## config.mk

```make
export PLATFORM = sky130hd
export DESIGN_NAME = ex_mem_stage
export DESIGN_NICKNAME = d
export VERILOG_FILES = /design/src/rtl/core_pkg.sv /design/src/rtl/pipe_skid_buffer.sv /design/src/rtl/ex_mem_stage.sv
export SDC_FILE = /design/constraint.sdc
export NUM_CORES = 1
export LEC_CHECK = 0
export BUFFER_PORTS_ARGS = -buffer_cell sky130_fd_sc_hd__buf_4
export CORE_ASPECT_RATIO = 1.75
export CORE_MARGIN = 3
export CORE_UTILIZATION = 57
export DETAILED_ROUTE_END_ITERATION = 6
export GPL_TIMING_DRIVEN = 1
export PLACE_DENSITY = 0.85
export SETUP_SLACK_MARGIN = 0.02
export SLEW_MARGIN = 20
export SYNTH_ARGS = -nofsm -noshare
export SYNTH_HDL_FRONTEND = slang
export SYNTH_SLANG_ARGS = --single-unit
```

## constraint.sdc

```tcl
create_clock -name i_clk -period 4.3 [get_ports i_clk]
set_input_delay 0.215 -clock i_clk [delete_from_list [all_inputs] [get_ports i_clk]]
set_output_delay 0.215 -clock i_clk [all_outputs]
set_load 0.02 [all_outputs]
```

## src/rtl/core_pkg.sv

```systemverilog
// Shared core definitions: exception codes, EX/MEM occupancy states and the
// EX/MEM pipeline entry layout.
package core_pkg;

  // Arithmetic overflow exception code
  localparam logic [4:0] EXC_OV = 5'h0C;

  // Occupancy of the two-entry EX/MEM buffer
  typedef enum logic [1:0] {
    OCC_EMPTY = 2'd0,
    OCC_ONE   = 2'd1,
    OCC_TWO   = 2'd2
  } occ_state_e;

  // One EX/MEM pipeline entry
  typedef struct packed {
    logic        exc;
    logic [31:0] pc;
    logic [31:0] store_data;
    logic        mem_read;
    logic        mem_write;
    logic        reg_write;
    logic [4:0]  rd;
    logic [31:0] result;
  } ex_mem_entry_t;

  localparam int ENTRY_W = $bits(ex_mem_entry_t);

endpackage

```

## src/rtl/pipe_skid_buffer.sv

```systemverilog
// Two-entry in-order skid buffer. The head entry is held in its own register,
// so downstream sees registered data. The caller never pushes when the buffer
// is full and never pops when it is empty.
module pipe_skid_buffer
  import core_pkg::*;
#(
  parameter int W = 8
) (
  input  logic         i_clk,
  input  logic         i_rst,
  input  logic         i_clr,
  input  logic         i_push,
  input  logic         i_pop,
  input  logic [W-1:0] i_data,
  output logic [W-1:0] o_head,
  output occ_state_e   o_state,
  output occ_state_e   o_state_d
);

  occ_state_e   state_q, state_d;
  logic [W-1:0] head_q, head_d;
  logic [W-1:0] tail_q, tail_d;

  // Next occupancy and slot contents from push/pop; clear empties the buffer
  always_comb begin
    state_d = state_q;
    head_d  = head_q;
    tail_d  = tail_q;
    case (state_q)
      OCC_EMPTY: begin
        if (i_push) begin
          head_d  = i_data;
          state_d = OCC_ONE;
        end else begin
          state_d = OCC_EMPTY;
        end
      end
      OCC_ONE: begin
        if (i_push && i_pop) begin
          head_d  = i_data;
          state_d = OCC_ONE;
        end else if (i_push) begin
          tail_d  = i_data;
          state_d = OCC_TWO;
        end else if (i_pop) begin
          state_d = OCC_EMPTY;
        end else begin
          state_d = OCC_ONE;
        end
      end
      OCC_TWO: begin
        if (i_pop) begin
          head_d  = tail_q;
          state_d = OCC_ONE;
        end else begin
          state_d = OCC_TWO;
        end
      end
      default: begin
        state_d = OCC_EMPTY;
      end
    endcase
    if (i_clr) begin
      state_d = OCC_EMPTY;
    end else begin
      state_d = state_d;
    end
  end

  // Storage and occupancy registers; reset clears the data as well
  always_ff @(posedge i_clk) begin
    if (i_rst) begin
      state_q <= OCC_EMPTY;
      head_q  <= '0;
      tail_q  <= '0;
    end else begin
      state_q <= state_d;
      head_q  <= head_d;
      tail_q  <= tail_d;
    end
  end

  assign o_head    = head_q;
  assign o_state   = state_q;
  assign o_state_d = state_d;

endmodule

```

## src/rtl/ex_mem_stage.sv

```systemverilog
// EX/MEM pipeline register stage with a two-entry buffer, GPR-write
// suppression, overflow exception reporting and a post-overflow hold that
// drops new instructions until the controller flushes.
// Optional feature: define EX_MEM_FWD_EN to add the head-entry forwarding
// outputs o_fwd_valid / o_fwd_rd / o_fwd_data.
module ex_mem_stage
  import core_pkg::*;
(
  input  logic        i_clk,
  input  logic        i_rst,
  input  logic        i_flush,
  input  logic        i_valid,
  output logic        o_ready,
  input  logic [31:0] i_alu_result,
  input  logic        i_alu_overflow,
  input  logic        i_alu_no_write_override,
  input  logic [4:0]  i_rd,
  input  logic        i_reg_write,
  input  logic        i_mem_read,
  input  logic        i_mem_write,
  input  logic [31:0] i_store_data,
  input  logic [31:0] i_pc,
  output logic        o_valid,
  input  logic        i_mem_ready,
  output logic [31:0] o_result,
  output logic [4:0]  o_rd,
  output logic        o_reg_write,
  output logic        o_mem_read,
  output logic        o_mem_write,
  output logic [31:0] o_store_data,
  output logic [31:0] o_pc,
  output logic        o_exc_valid,
  output logic [4:0]  o_exc_code,
`ifdef EX_MEM_FWD_EN
  output logic        o_fwd_valid,
  output logic [4:0]  o_fwd_rd,
  output logic [31:0] o_fwd_data,
`endif
  output logic [31:0] o_epc
);

  logic          ready_q, ready_d;
  logic          hold_q, hold_d;
  logic          push_s, pop_s;
  ex_mem_entry_t entry_in_s;
  ex_mem_entry_t head_s;
  logic [ENTRY_W-1:0] head_bits_s;
  occ_state_e    state_s, state_d_s;

  // While holding after an overflow, offered inputs are accepted but dropped
  assign push_s = i_valid & ready_q & ~i_flush & ~hold_q;
  assign pop_s  = o_valid & i_mem_ready & ~i_flush;

  // Build the stored entry; overflow kills the GPR write and any memory access
  always_comb begin
    entry_in_s            = '0;
    entry_in_s.exc        = i_alu_overflow;
    entry_in_s.pc         = i_pc;
    entry_in_s.store_data = i_store_data;
    entry_in_s.mem_read   = i_mem_read & ~i_alu_overflow;
    entry_in_s.mem_write  = i_mem_write & ~i_alu_overflow;
    entry_in_s.reg_write  = i_reg_write & i_alu_no_write_override & ~i_alu_overflow;
    entry_in_s.rd         = i_rd;
    entry_in_s.result     = i_alu_result;
  end

  pipe_skid_buffer #(
    .W (ENTRY_W)
  ) u_buf (
    .i_clk     (i_clk),
    .i_rst     (i_rst),
    .i_clr     (i_flush),
    .i_push    (push_s),
    .i_pop     (pop_s),
    .i_data    (entry_in_s),
    .o_head    (head_bits_s),
    .o_state   (state_s),
    .o_state_d (state_d_s)
  );

  assign head_s = ex_mem_entry_t'(head_bits_s);

  // Next hold flag and ready; ready stays high while holding so EX never stalls
  always_comb begin
    hold_d  = hold_q | (push_s & i_alu_overflow);
    ready_d = 1'b1;
    if (i_flush) begin
      hold_d = 1'b0;
    end else begin
      hold_d = hold_d;
    end
    if (hold_d) begin
      ready_d = 1'b1;
    end else begin
      ready_d = (state_d_s != OCC_TWO);
    end
  end

  // Hold flag and registered ready
  always_ff @(posedge i_clk) begin
    if (i_rst) begin
      hold_q  <= 1'b0;
      ready_q <= 1'b1;
    end else begin
      hold_q  <= hold_d;
      ready_q <= ready_d;
    end
  end

  assign o_ready      = ready_q;
  assign o_valid      = (state_s != OCC_EMPTY);
  assign o_result     = head_s.result;
  assign o_rd         = head_s.rd;
  assign o_reg_write  = head_s.reg_write;
  assign o_mem_read   = head_s.mem_read;
  assign o_mem_write  = head_s.mem_write;
  assign o_store_data = head_s.store_data;
  assign o_pc         = head_s.pc;
  assign o_exc_valid  = o_valid & head_s.exc;
  assign o_exc_code   = o_exc_valid ? EXC_OV : 5'h00;
  assign o_epc        = head_s.pc;

`ifdef EX_MEM_FWD_EN
  assign o_fwd_valid = o_valid & head_s.reg_write;
  assign o_fwd_rd    = head_s.rd;
  assign o_fwd_data  = head_s.result;
`endif

endmodule
```

==> impl_metrics.py <==
metrics = {
    "placement": {
        "dp.cells": 1432,
        "place.gp.congestion": 0.789,
        "port-buffer-count": 251,
        "dpl.hpwl_mm": 13.9,
    },
    "status": {
        "status": "completed",
    },
    "yosys": {
        "synth-edff-count": 0,
        "ys_ff_latch": 214,
        "syn_area_sq_um": 9370,
        "ys.flop_type": "dfxtp_1",
        "syn_inst": 1213,
        "avgSynthCellArea_sq_um": 7.72,
        "synth.distinct_cells": 26,
        "ys_top_cells_by_area": "dfxtp_1 (46%), nand2_1 (16%), buf_4 (12%)",
        "synth_top_area_share_pct": 45.7,
        "yosysWarnings": 0,
        "synth-async-reset-ratio_pct": 0,
        "yosys.area.top_type": "dfxtp_1",
        "seq_area_frac_synth_pct": 45.7,
    },
    "cts": {
        "clk_latency_ps": 480,
        "cts_tree": "done",
        "post_cts_buffers": 0,
        "cts_htree_levels": 1,
        "path_clk_slew_ps": 70,
        "cts_root_buf": "clkbuf_16",
        "cts_sinks": 214,
        "cts_buffer_depth": 3,
        "cts_buffers": 19,
    },
    "global_route": {
        "antenna_found_initial": 1,
        "grt_pass1_wl_mm": 39.1,
        "grt_overflow": 0,
        "grt_pass1_vias": 8200,
        "grt_max_degree": 127,
        "track_usage_pct": 26.2,
    },
    "power_and_ir_drop": {
        "power_density_nw_per_um2": 386,
        "peakVddDrop_v": 0.000352,
        "p_leak_nw": 4.75,
    },
    "setup_path": {
        "critPathCaptureType": "register",
        "crit_path_max_fanout": 86,
        "crit_type": "reg -> reg",
        "cp.arrival_ps": 3120,
        "crit_required_ps": 4670,
        "reg2reg_slack_ps": 1550,
        "cp-start-kind": "register",
    },
    "timing": {
        "timing.final.crit_period_ps": 2750,
        "period_share_pct": 64.0,
        "max_slew.worst_pin.slew_ps": 920,
        "relSlewSlack_pct": 38.7,
        "skew_ps": 17.6,
        "final.setup.tns_ps": 0,
        "finalHoldViolations": 0,
        "fmax_ghz": 0.364,
        "slew_viol_final": 0,
        "rsz0062_at_grt": "no",
        "final-setup-viol-count": 0,
    },
    "die": {
        "die_w_um": 103,
        "die-area_sq_um": 18100,
        "ioPinCount": 255,
        "initial_core_util_pct": 58.4,
        "core_sq_um": 16000,
        "die_h_um": 176,
        "core.rowCount": 61,
    },
    "detailed_routing": {
        "num_vias": 8649,
        "totalWireLength_mm": 24.8,
        "initialDrtViolationCount": 550,
        "first_pass_iters": 5,
        "drc": 0,
        "avgRoutedWirePerCell_um": 15.9,
        "final_antenna_net_count": 0,
        "viasPerCell": 5.54,
    },
    "finish": {
        "drive_above_1_share_pct": 20.9,
        "instances_no_fill": 1562,
        "fill_cells": 1109,
        "area_growth_pct": 25.3,
        "final_nets": 1475,
    },
    "run": {
        "max_cap_violations": 0,
    },
    "hold_path": {
        "hold_path_class": "in -> reg",
    },
}
## metal layers
layer	vias to the layer above	routed length, um	track usage [%]	part of all wire, %
met5	-	0	0	0
li1	4174	-	-	-
met2	398	12900	46.2	52
met4	0	1260	13.2	5.1
met3	94	1610	3.26	6.5
met1	3983	8980	30.1	36
## final cells by class
class / instances / area, sq um / area share (%)
flip-flops and latches: 214 / 4280 / 36.5
multi-input cells: 764 / 3650 / 31.1
repair buffers: 359 / 2980 / 25.4
clock buffers: 29 / 523 / 4.46
well taps: 189 / 236 / 2.02
clock inverters: 2 / 35.0 / 0.299
inverters: 4 / 15.0 / 0.128
diodes: 1 / 2.50 / 0.0213
## layout by cell type, fill, tap and decap left out, drive strengths merged
master       Yosys  final
nand2          409    409
ha               2      2
nor3             5      5
a311oi         102    102
nand3b           1      1
o21ai            1      1
a211oi           3      3
o22ai            1      1
nand4bb          1      1
dlygate4sd3      0     98
a221oi           1      1
clkinv           0      1
conb             1      3
clkbuf          63     29
or3b             1      1
nand3            1      1
nor3b            4      4
nor2b            3      3
a31oi            1      1
o21a             1      1
diode            0      1
inv              4      4
nand2b           3      3
buf            170    261
dfxtp          214    214
bufinv           0      1
nor2           112    112
a21oi          109    109
## where the power goes
part,internal [W],total [W],switching (W)
sequential,0.00208,0.00216,0.0000707
combinational,0.000360,0.000785,0.000425
clock,0.000895,0.00159,0.000694
total,0.00334,0.00453,0.00119
## through the flow
step                utilization, %  area (sq um)  total power [W]  worst slack [ps]  hold slack, ps
floorplan                        -          9370          0.00273              2340             294
global placement              63.6         10200          0.00288              1810             441
detailed placement            63.6         10200          0.00290              1700             447
CTS                           73.2         11700          0.00455              1650            1.40
global route                  73.2         11700          0.00470              1370            20.6
finish                        73.2         11700          0.00453              1550            19.2
## timing repair
action | in CTS | in global routing
hold buffers | 98 | 0
setup endpoints to repair | 0 | 0
gates resized for setup | 0 | 0
hold endpoints to repair | 108 | 0
## synthesized netlist by cell type (2+ instances only)
cell type and count:
a311oi_1 102, nand2_1 409, nor3b_1 4, nor2_1 112, clkbuf_1 63, buf_4 149
nand2b_1 3, a21oi_1 109, buf_1 4, dfxtp_1 214, nor2b_1 3, a211oi_1 3
inv_1 4, buf_2 17, nor3_1 5, ha_1 2
## cells by family after synthesis
family	count (synthesis)	share of synthesized area [%]
simple gates	540	22.2
flops	214	45.7
buf+inv	237	15.7
compound gates	219	16.0
fa+ha+maj	2	0.267
other cells	1	0.0400
## flip-flops by register name, indices dropped and copies added (netlist names)
signal and flops:
o_ready 1, u_buf.o_state 2, u_buf.o_head 105, hold_q 1, u_buf.tail_q 105
## worst paths after layout
path / from / to / cells after the start
max: u_buf.o_state[1] / u_buf.o_head[46] / 8
min: i_store_data[21] / u_buf.tail_q[61] / 3
max reg2reg: u_buf.o_state[1] / u_buf.o_head[46] / 8
min reg2reg: u_buf.tail_q[52] / u_buf.tail_q[52] / 2
## critical path, stage by stage, from the launching register on
cell,delay [ps]
dfxtp_1,530
nor2_1,190
nor2_1,170
ha_1,160
nor2b_1,60
a221oi_4,250
buf_4,710
nor2_1,160
a311oi_1,350
Power figures use the tool's default switching activity.
